### src/rtl/vppm_pkg.sv
// rtl/vppm_pkg.sv - shared VPPM types, error codes and timing defaults
// Purpose: state encoding, error cause codes, counter width and the nominal
//          symbol timing shared by the VPPM transmit and receive blocks.
// Ports:   none (package).
package vppm_pkg;

  typedef enum logic [1:0] {
    IDLE = 2'd0,
    HIGH = 2'd1,
    LOW  = 2'd2
  } state_t;

  localparam logic [1:0] ERR_NONE     = 2'd0;
  localparam logic [1:0] ERR_PERIOD   = 2'd1;
  localparam logic [1:0] ERR_STUCK_HI = 2'd2;
  localparam logic [1:0] ERR_STUCK_LO = 2'd3;

  localparam int CNT_W = 26;

  localparam int PERIOD_DEF  = 5000;
  localparam int TOL_DEF     = 250;
  localparam int TIMEOUT_DEF = 10000;

  // True when |p - nominal| <= tol; done in 64-bit signed so a short
  // measured period cannot wrap into a large positive difference.
  function automatic logic period_in_range(input logic [CNT_W-1:0] p,
                                           input int nominal,
                                           input int tol);
    longint diff;
    diff = longint'(p) - longint'(nominal);
    return (diff <= longint'(tol)) && (diff >= -longint'(tol));
  endfunction

endpackage

### src/rtl/sync_edge.sv
// rtl/sync_edge.sv - 2-FF synchroniser with rise/fall edge detect
// Purpose: brings an asynchronous level into the clk domain and flags its
//          edges for one cycle each.
// Ports:   clk   in  system clock
//          rst   in  synchronous active-high reset
//          din   in  asynchronous input
//          level out synchronised level
//          rise  out one-cycle strobe on a 0->1 transition of level
//          fall  out one-cycle strobe on a 1->0 transition of level
module sync_edge (
  input  logic clk,
  input  logic rst,
  input  logic din,
  output logic level,
  output logic rise,
  output logic fall
);

  logic r_meta;
  logic r_sync;
  logic r_prev;

  always_ff @(posedge clk) begin
    if (rst) begin
      r_meta <= 1'b0;
      r_sync <= 1'b0;
      r_prev <= 1'b0;
    end else begin
      r_meta <= din;
      r_sync <= r_meta;
      r_prev <= r_sync;
    end
  end

  assign level = r_sync;
  assign rise  = r_sync & ~r_prev;
  assign fall  = ~r_sync & r_prev;

endmodule

### src/rtl/vppm_demod.sv
// rtl/vppm_demod.sv - VPPM receive demodulator and word deserialiser
// Purpose: measures the period and high-time of each VPPM symbol, decides
//          the bit by comparing high-time to half the period, checks the
//          period against tolerance, detects a stuck line and packs bits
//          MSB-first into WORD_W-bit words.
// Ports:   clk_50     in  system clock
//          clear      in  synchronous active-high reset
//          din        in  asynchronous VPPM input
//          bit_out    out decided bit, valid with bit_valid
//          bit_valid  out one-cycle strobe per accepted symbol
//          width      out last latched high-time in cycles
//          period     out last latched period in cycles
//          data_out   out assembled word, valid with word_valid
//          word_valid out one-cycle strobe per completed word
//          err        out one-cycle error strobe
//          err_code   out cause of the last error (held)
//          locked     out high while tracking symbols (HIGH/LOW)
module vppm_demod
  import vppm_pkg::*;
#(
  parameter int PERIOD  = PERIOD_DEF,
  parameter int TOL     = TOL_DEF,
  parameter int TIMEOUT = TIMEOUT_DEF,
  parameter int WORD_W  = 8
) (
  input  logic              clk_50,
  input  logic              clear,
  input  logic              din,
  output logic              bit_out,
  output logic              bit_valid,
  output logic [CNT_W-1:0]  width,
  output logic [CNT_W-1:0]  period,
  output logic [WORD_W-1:0] data_out,
  output logic              word_valid,
  output logic              err,
  output logic [1:0]        err_code,
  output logic              locked
);

  localparam int BC_W = (WORD_W > 1) ? $clog2(WORD_W) : 1;
  localparam logic [CNT_W-1:0] TIMEOUT_C = CNT_W'(TIMEOUT);
  localparam logic [BC_W-1:0]  LAST_BIT  = BC_W'(WORD_W - 1);

  logic w_level;
  logic w_rise;
  logic w_fall;

  sync_edge u_sync_edge (
    .clk   (clk_50),
    .rst   (clear),
    .din   (din),
    .level (w_level),
    .rise  (w_rise),
    .fall  (w_fall)
  );

  state_t            r_state;
  logic [CNT_W-1:0]  r_cnt;
  logic [CNT_W-1:0]  r_width;
  logic [CNT_W-1:0]  r_period;
  logic              r_eval;
  logic [WORD_W-1:0] r_shift;
  logic [BC_W-1:0]   r_bitcnt;
  logic              r_bit_out;
  logic              r_bit_valid;
  logic [WORD_W-1:0] r_data_out;
  logic              r_word_valid;
  logic              r_err;
  logic [1:0]        r_err_code;
  logic              r_locked;

  // 2*width vs period in 27 bits so a long high-time cannot overflow.
  logic [CNT_W:0]    w_two_width;
  logic [CNT_W:0]    w_period_x;
  logic              w_bit;
  logic              w_period_ok;
  logic [WORD_W-1:0] w_shift_next;

  assign w_two_width  = {r_width, 1'b0};
  assign w_period_x   = {1'b0, r_period};
  assign w_bit        = (w_two_width > w_period_x);
  assign w_period_ok  = period_in_range(r_period, PERIOD, TOL);
  assign w_shift_next = {r_shift[WORD_W-2:0], w_bit};

  always_ff @(posedge clk_50) begin
    if (clear) begin
      r_state      <= IDLE;
      r_cnt        <= '0;
      r_width      <= '0;
      r_period     <= '0;
      r_eval       <= 1'b0;
      r_shift      <= '0;
      r_bitcnt     <= '0;
      r_bit_out    <= 1'b0;
      r_bit_valid  <= 1'b0;
      r_data_out   <= '0;
      r_word_valid <= 1'b0;
      r_err        <= 1'b0;
      r_err_code   <= ERR_NONE;
      r_locked     <= 1'b0;
    end else begin
      r_bit_valid  <= 1'b0;
      r_word_valid <= 1'b0;
      r_err        <= 1'b0;
      r_eval       <= 1'b0;
      r_cnt        <= w_rise ? CNT_W'(1) : r_cnt + CNT_W'(1);

      // Edges are tested before the timeout so an edge landing on the
      // timeout cycle is still a valid symbol boundary.
      case (r_state)
        IDLE: begin
          if (w_rise) begin
            r_state  <= HIGH;
            r_locked <= 1'b1;
          end
        end
        HIGH: begin
          if (w_fall) begin
            r_width <= r_cnt;
            r_state <= LOW;
          end else if (r_cnt == TIMEOUT_C) begin
            r_err      <= 1'b1;
            r_err_code <= w_level ? ERR_STUCK_HI : ERR_STUCK_LO;
            r_bitcnt   <= '0;
            r_state    <= IDLE;
            r_locked   <= 1'b0;
          end
        end
        LOW: begin
          if (w_rise) begin
            r_period <= r_cnt;
            r_eval   <= 1'b1;
            r_state  <= HIGH;
          end else if (r_cnt == TIMEOUT_C) begin
            r_err      <= 1'b1;
            r_err_code <= w_level ? ERR_STUCK_HI : ERR_STUCK_LO;
            r_bitcnt   <= '0;
            r_state    <= IDLE;
            r_locked   <= 1'b0;
          end
        end
        default: begin
          r_state  <= IDLE;
          r_locked <= 1'b0;
        end
      endcase

      // Decision runs one cycle after the rise, once period is latched.
      // A timeout cannot coincide: cnt was just reloaded to 1.
      if (r_eval) begin
        if (!w_period_ok) begin
          r_err      <= 1'b1;
          r_err_code <= ERR_PERIOD;
        end else begin
          r_bit_out   <= w_bit;
          r_bit_valid <= 1'b1;
          r_shift     <= w_shift_next;
          if (r_bitcnt == LAST_BIT) begin
            r_data_out   <= w_shift_next;
            r_word_valid <= 1'b1;
            r_bitcnt     <= '0;
          end else begin
            r_bitcnt <= r_bitcnt + BC_W'(1);
          end
        end
      end
    end
  end

  assign bit_out    = r_bit_out;
  assign bit_valid  = r_bit_valid;
  assign width      = r_width;
  assign period     = r_period;
  assign data_out   = r_data_out;
  assign word_valid = r_word_valid;
  assign err        = r_err;
  assign err_code   = r_err_code;
  assign locked     = r_locked;

endmodule

### config.mk
export PLATFORM = sky130hd
export DESIGN_NAME = vppm_demod
export DESIGN_NICKNAME = d
export VERILOG_FILES = /design/src/rtl/vppm_pkg.sv /design/src/rtl/sync_edge.sv /design/src/rtl/vppm_demod.sv
export SDC_FILE = /design/constraint.sdc
export NUM_CORES = 1
export LEC_CHECK = 0
export BUFFER_PORTS_ARGS = -buffer_cell sky130_fd_sc_hd__buf_2
export CORE_UTILIZATION = 39
export DETAILED_ROUTE_END_ITERATION = 6
export SYNTH_ARGS = -nofsm -noshare
export SYNTH_HDL_FRONTEND = slang
export SYNTH_HIERARCHICAL = 1
export SYNTH_SLANG_ARGS = --single-unit
### constraint.sdc
create_clock -name clk_50 -period 3.1 [get_ports clk_50]
set_clock_uncertainty 0.1 [all_clocks]
set_input_delay 0.465 -clock clk_50 [delete_from_list [all_inputs] [get_ports clk_50]]
set_output_delay 0.465 -clock clk_50 [all_outputs]
set_load 0.02 [all_outputs]
# Word level (Yosys, flattened, before mapping)
# Index checks and enable logic that the tools add are counted.
# Widths: inputs -> output; s select.
totals:
  reg_bits: 109
  in_bits: 3
  out_inout_bits: 67
  word_cells: 83
op_classes:
  addsub: 3
  magnitude_cmp: 3
  n_eq_ne: 7
  muxes: 34
  bitwise: 7
  reduce_logical: 11
op_table:
  columns: ["operator", "count"]
  rows:
  - ["$ge 27x9->1 const B", 1]
  - ["$gt 27x26->1", 1]
  - ["$le 27x9->1 const B", 1]
  - ["$sub 26x13->27 const B", 1]
  - ["$add 26x1->26 const B", 1]
  - ["$eq 26x14->1 const B", 1]
  - ["$mux 2", 9]
  - ["$mux 3", 6]
  - ["$mux 1", 14]
  - ["$ne 2x2->1 const B", 3]
  - ["$pmux 2 s3", 1]
  - ["$pmux 3 s2", 1]
  - ["$reduce_and 2->1", 3]
  - ["$reduce_and 3->1", 2]
  - ["$reduce_or 2->1", 3]
  - ["$not 1->1", 5]
  - ["$pmux 2 s2", 1]
  - ["$add 3x1->3 const B", 1]
  - ["$eq 3x3->1 const B", 1]
  - ["$pmux 1 s3", 1]
  - ["$reduce_or 3->1", 1]
  - ["$and 1x1->1", 2]
  - ["$eq 2x1->1 const B", 1]
  - ["$eq 2x2->1 const B", 1]
  - ["other kinds (3)", 3]

# Longest topological paths before layout
# Gate-level depths: netlist (run 1).
depth:
  ltp_word: 6
  ltp_mapped: 11
  depth_no_buf: 9

# Hierarchy
# The synthesis (run 1) kept the hierarchy.
by_module_without_submodules:
  columns: ["module", "n_inst", "cells_per_inst", "area_per_inst_um2", "seq_area_each_um2"]
  rows:
  - ["vppm_demod", 1, 707, 5695.5, 2102.0]
  - ["sync_edge", 1, 8, 91.3, 60.1]

# Worst setup path after synthesis (run 1)
# No wires, ideal clock.
synth_timing:
  kind: "register to register"
  from: "register r_period[4] (netlist: period[4])"
  to: "register r_shift[0]"
  setup_time_ns: 0.072
  arrival_ns: 2.556
  t_required_ns: 2.928
  slack_ns: 0.372
  stages_incl_launch_ff: 12
  path_buffers: 2
  period_less_slack_ns: 2.728
  cell_sequence: "dfxtp_1 > buf_4 > inv_1 > ha_1 > nor3b_2 > o21ai_0 > xnor2_1 > nand4_1 > nor3_2 > a41o_1 > buf_6 > mux2i_1"
synth_between:
  elab_chain_cells: 4
  elab_cells_between_ends: 6
  cone_classes: "1 x add/sub; 3 x order compare; 2 x reduce/logical"
synth_lines:
  columns: ["element", "line_no", "rtl"]
  rows:
  - ["start, declared", "vppm_demod.sv:60", "logic [CNT_W-1:0] r_period;"]
  - ["start signal, assigned", "vppm_demod.sv:131", "r_period <= r_cnt;"]
  - ["$sub 26x13->27", "vppm_pkg.sv:30", "diff = longint'(p) - longint'(nominal);"]
  - ["$le 27x9->1 or $ge 27x9->1 (tied branches)", "vppm_pkg.sv:31", "return (diff <= longint'(tol)) && (diff >= -longint'(tol));"]
  - ["$logic_and 1x1->1", "vppm_pkg.sv:31", null]
  - ["$reduce_and 2->1 (no line)", null, null]
  - ["end signal, assigned", "vppm_demod.sv:157", "r_shift <= w_shift_next;"]
  - ["end, declared", "vppm_demod.sv:62", "logic [WORD_W-1:0] r_shift;"]
# Parallel ways exist; a longest one is shown, timed or not.
# A chain may end at the register's enable or synchronous reset.

# Final worst setup path (run 1)
layout_timing:
  from: "register r_period[13] (netlist: period[13])"
  to: "register r_err_code[1] (netlist: err_code[1])"
layout_between:
  elab_chain_cells: 5
  elab_cells_between_ends: 6
  cone_classes: "1 x add/sub; 2 x order compare; 2 x mux; 1 x reduce/logical"
layout_lines:
  columns: ["element", "line_no", "rtl"]
  rows:
  - ["$sub 26x13->27 *", "vppm_pkg.sv:30", null]
  - ["$le 27x9->1 or $ge 27x9->1 (tied branches)", "vppm_pkg.sv:31", null]
  - ["$logic_and 1x1->1 *", "vppm_pkg.sv:31", null]
  - ["$mux 2 *", "vppm_demod.sv:151", "if (!w_period_ok) begin"]
  - ["$mux 2 *", "vppm_demod.sv:150", "if (r_eval) begin"]
  - ["end signal, assigned", "vppm_demod.sv:123", "r_err_code <= w_level ? ERR_STUCK_HI : ERR_STUCK_LO;"]
  - ["end signal, assigned", "vppm_demod.sv:136", "r_err_code <= w_level ? ERR_STUCK_HI : ERR_STUCK_LO;"]
  - ["end, declared", "vppm_demod.sv:69", "logic [1:0] r_err_code;"]
# Mark *: on every way between the ends. The rest lies on a longest branch, timed or not.

==> impl_metrics.ini, run 1 <==
[status]
run_status = finished, final reports clean

[drt]
first_pass_iters = 5
vias_per_cell = 5.51
drcViolationCount = 0
dr_total_vias = 5280
ant_nets = 0
drt_iter0_markers = 367
post_drt_wl_per_cell_microns = 17.0
routed_wl_microns = 16300

[clock_network]
cts.sinks = 108
clk_latency_ns = 0.36
cts_hold_buf = 0
cts_tree = done
htree_levels = 3
cts-root-buf = clkbuf_16
clockBufferDepth = 2
clk_pin_slew_ns = 0.08
postCtsSetupBuffers = 0
postCtsResizedCells = 0
cts-buffers-inserted = 9

[layout]
area_growth_pct = 13.6
nNetsFinal = 810
layout-drive-gt1-share = 0.164
antenna_cells = 0
stdcell_count = 959
fillers = 1441
final_common_cell = nand2_1
final_cell_mix = nand2_1, dfxtp_1, a21oi_1

[sta]
fin_hold_ws_ns = 0.218
tightest_slew_ns = 0.713
fin_tns_setup_ns = 0
hold_viol = 0
relSlewSlack = 0.525
period_needed_ns = 2.81
fin_ws_ns = 0.286
slew_violations = 0
setup_viol = 0
rsz0062_at_grt = no
fmax_mhz = 355
min_period_over_period = 0.908

[pwr]
leakage_nw = 2.58
ir_drop_mv = 0.248
power_w = 0.00265
powerDensity_mw_per_mm2 = 404

[yosys]
yosysSeqAreaShare = 0.374
ys_top_cells_by_area = dfxtp_1, nand2_1, ha_1, a21oi_1, mux2i_1
syn_area_sq_mm = 0.00579
synth_warnings = 6
synth-edff-count = 0
synthArstFlopShare = 0
synthFlopType = dfxtp_1
synth_cell_types = 66
synth-seq-cells = 108
synth.top_cell.area_share = 0.374
syn_area_per_cell_sq_um = 8.09
syn_nets = 755
synth_top_area_cell = dfxtp_1
synthCells = 715

[place]
gp_congestion = 0.906
post-place-ws_ns = 0.290
dp_cells = 943
port_buffers = 69
hpwl_microns = 12100

[die]
fp.dieH_microns = 124
core_sq_mm = 0.0145
initial_core_util = 0.400
rows = 44
io_pins = 70
die_area_sq_mm = 0.0153
fp.dieW_microns = 124

[setup_path]
crit_buf_inv = 1
cpMaxStageDelayCell = a2111oi_0
crit_arrival_ns = 3.02
path_class = reg -> reg
cp_data_required_time_ns = 3.31
reg2reg_to = err_code[1]
path_common_cell = a2111oi_0
crit_chain = nor4_4 > nand2_1 > a2111oi_0 > nand4_1 > a2111oi_0 > buf_4 > or3_1 > and3_1
worstPathMaxFanout = 9
start_kind = flop
slowest_delay_ns = 0.52
endpoint_kind = flop
ff2ff_setup_slack_ns = 0.29
crit_family = simple AND/OR/NAND/NOR gates
reg2reg_depth = 8
rr_startpoint = period[13]

[grt]
grt_pass1_vias = 4928
gr-total-overflow = 0
grt_start_max_net_pins = 48
grt_pass1_wl_microns = 25600
grt_usage = 0.220
grt_antenna_before_repair = 0

[worst_hold_path]
worstHoldPathType = in -> reg
whs_path_depth = 2
hold_end = u_sync_edge/r_meta
min_from = din

[flow_run]
cap_violations = 0
[worst register-to-register path, cell delays in order (launching register included)]
cell and delay [ns]:
dfxtp_1 0.42, nor4_4 0.47, nand2_1 0.18, a2111oi_0 0.52, nand4_1 0.15, a2111oi_0 0.43
buf_4 0.18, or3_1 0.16, and3_1 0.16
[cells in the mapped netlist, types with 3 or more instances]
cell,number
nor3_1,7
o22ai_1,3
a21oi_1,78
nor2b_1,8
clkbuf_1,25
o21a_1,5
buf_6,3
nand3_1,17
nand4_1,16
a2111oi_0,3
xnor2_1,6
inv_1,36
nand2_1,137
and3_1,5
o211ai_1,6
buf_4,3
or2b_2,9
mux2i_1,21
dfxtp_1,108
ha_1,37
nand2b_1,10
a21o_1,4
nor2_1,46
o21ai_0,27
and4_1,4
nor4_1,6
xor2_1,12
nand3b_1,4
or3_1,12
nor4b_1,4
a31oi_1,6
[layer usage]
metal  wire length, microns  up-vias  track usage
met5                      0        -            0
met4                    408        0       0.0881
met3                    752       31       0.0408
met2                   7600      134        0.357
met1                   7530     2523        0.286
li1                       -     2592            -
[stage by stage]
stage / util / area, sq um
global placement: 0.433 / 6270
detailed placement: 0.433 / 6270
global route: 0.454 / 6570
floorplan: - / 5790
CTS: 0.454 / 6570
finish: 0.454 / 6570
[logic make-up (layout without fill, tap and decap cells)]
family          Yosys count  count (layout)  synth area share
buf+inv                  75             135            0.0595
flops                   108             108             0.374
mux                      21              21            0.0363
compound gates          151             151             0.156
simple gates            305             305             0.267
xor+xnor                 18              18            0.0272
fa+ha+maj                37              37            0.0800
[worst max-delay path by stage]
stage,startpoint,slack (ns),depth (start not counted),to
3_5_place_dp,period[20],0.29,8,r_bitcnt[2]
3_3_place_gp,period[13],0.29,8,err_code[1]
2_1_floorplan,period[4],0.37,11,r_shift[0]
6_report,period[13],0.29,8,err_code[1]
5_1_grt,period[4],0.05,10,word_valid
4_1_cts,period[13],0.25,8,err_code[1]
[registers in the layout (all words and copies together), names as in the netlist]
register,count
u_sync_edge/r_prev,1
u_sync_edge/r_meta,1
data_out,8
locked,1
bit_valid,1
r_shift,7
u_sync_edge/level,1
r_eval,1
width,26
r_cnt,26
err_code,2
r_state,2
word_valid,1
period,26
r_bitcnt,3
err,1
[cell type report]
cell class              instances  area [sq um]  area share
clock buffers                  10           229      0.0348
repair buffers                 83           463      0.0704
multi-input cells             532          3280       0.499
well taps                     184           230      0.0350
flip-flops and latches        108          2160       0.329
clock inverters                 6          71.3      0.0109
inverters                      36           135      0.0206
[power breakdown]
| group | leakage, nW | total, W | internal, W | switching [W] |
|---|---|---|---|---|
| Sequential | 0.871 | 0.00140 | 0.00139 | 0.00000816 |
| Clock | 0.145 | 0.00118 | 0.000636 | 0.000549 |
| Combinational | 1.57 | 0.0000673 | 0.0000213 | 0.0000459 |
| Total | 2.58 | 0.00265 | 0.00205 | 0.000603 |
Power figures use the tool's default switching activity.
==> inputs of run 2 (changes only) <==
CORE_UTILIZATION = 47   (was 39)
PLACE_DENSITY = 0.67   (was default)
==> impl_metrics.ini, run 2 (synthesis results as in run 1) <==
[setup_path]
path_class = reg -> reg
start_kind = flop
endpoint_kind = flop
ff2ff_setup_slack_ns = 0.15
worstPathMaxFanout = 14
crit_arrival_ns = 3.12
cp_data_required_time_ns = 3.27

[clock_network]
cts-root-buf = clkbuf_16
clk_latency_ns = 0.35
cts_tree = done
clk_pin_slew_ns = 0.07
cts-buffers-inserted = 9
htree_levels = 3
clockBufferDepth = 2
cts.sinks = 108
postCtsSetupBuffers = 0

[pwr]
swShare = 0.224
internal_power_w = 0.00205
p_comb_frac = 0.026
p_seq_frac = 0.531
powerDensity_mw_per_mm2 = 404
ir_drop_mv = 0.260
leakage_nw = 2.59
power.switching_w = 0.000590
clockPowerShare = 0.444

[drt]
vias_per_cell = 5.75
drt_iter0_markers = 432
post_drt_wl_per_cell_microns = 17.3
first_pass_iters = 6
routed_wl_microns = 16000
dr_total_vias = 5317
drcViolationCount = 0
ant_nets = 0

[grt]
grt_antenna_before_repair = 0
grt_pass1_vias = 4858
grt_start_max_net_pins = 51
grt_usage = 0.256
gr-total-overflow = 0
grt_pass1_wl_microns = 25300

[flow_run]
cap_violations = 0

[die]
io_pins = 70
die_area_sq_mm = 0.0128
rows = 40
fp.dieH_microns = 113
fp.dieW_microns = 113
initial_core_util = 0.482
core_sq_mm = 0.0120

[place]
port_buffers = 69
gp_congestion = 0.862
hpwl_microns = 11900

[layout]
fillers = 1167
area_growth_pct = 12.9
final_cell_mix = nand2_1, dfxtp_1, a21oi_1
nNetsFinal = 812
antenna_cells = 0
final_common_cell = nand2_1
layout-drive-gt1-share = 0.167

[status]
run_status = finished, final reports clean

[sta]
period_needed_ns = 2.95
slew_violations = 0
fin_hold_ws_ns = 0.229
rsz0062_at_grt = no
relSlewSlack = 0.610
tightest_slew_ns = 0.580
hold_viol = 0
fin_tns_setup_ns = 0
min_period_over_period = 0.951
setup_viol = 0
fmax_mhz = 339

[worst_hold_path]
worstHoldPathType = in -> reg
[run 2: power by group through the flow]
stage | Combinational (W) | Clock [W] | Sequential, W
after CTS | 0.0000675 | 0.00120 | 0.00140
after global placement | 0.0000641 | 0 | 0.00143
after floorplan | 0.0000507 | 0 | 0.00143
after global routing | 0.0000744 | 0.00126 | 0.00140
final | 0.0000677 | 0.00117 | 0.00140
after detailed placement | 0.0000670 | 0 | 0.00143
[run 2: stage by stage]
| step | instance area [sq um] | std cells | utilization | setup WS (ns) | power, W |
|---|---|---|---|---|---|
| 6_report | 6530 | 924 | 0.544 | 0.152 | 0.00264 |
| 3_5_place_dp | 6230 | 908 | 0.518 | 0.203 | 0.00150 |
| 2_1_floorplan | 5790 | 715 | - | 0.372 | 0.00148 |
| 5_1_grt | 6530 | 924 | 0.544 | 0.0214 | 0.00273 |
| 4_1_cts | 6530 | 924 | 0.543 | 0.170 | 0.00267 |
| 3_3_place_gp | 6230 | 908 | 0.518 | 0.191 | 0.00150 |
[run 2: timing repair]
item	4_1_cts	5_1_grt
hold endpoints to repair	0	0
setup endpoints to repair	0	5
resized for setup	0	2
hold buffers	0	0
[run 2: routing by layer]
metal	GRT usage	vias up	wire length [microns]
li1	-	2597	-
met1	0.341	2543	7230
met2	0.425	155	7720
met3	0.0391	22	778
met4	0.0842	0	272
met5	0	-	0
[run 2: path summary, 6_finish.rpt]
kind | from | endpoint | cells past startpoint
setup / recovery | period[12] | r_shift[0] | 8
setup reg to reg | period[12] | r_shift[0] | 8
hold reg to reg | u_sync_edge/r_meta | u_sync_edge/level | 1
hold / removal | din | u_sync_edge/r_meta | 2
[run 2: area by class of cell]
class                   count  area [sq um]  share of cell area
clock buffers              10           229              0.0350
clock inverters             6          71.3              0.0109
inverters                  36           135              0.0207
multi-input cells         532          3290               0.503
flip-flops and latches    108          2160               0.331
well taps                 147           184              0.0282
repair buffers             85           465              0.0712
[run 2: critical path, cell delays in order (launching register included)]
cell	delay, ns
dfxtp_1	0.63
o21ai_0	0.22
a21o_1	0.21
a2111oi_0	0.55
nand4_1	0.20
nor3_2	0.32
a41o_1	0.22
buf_4	0.20
mux2i_1	0.21
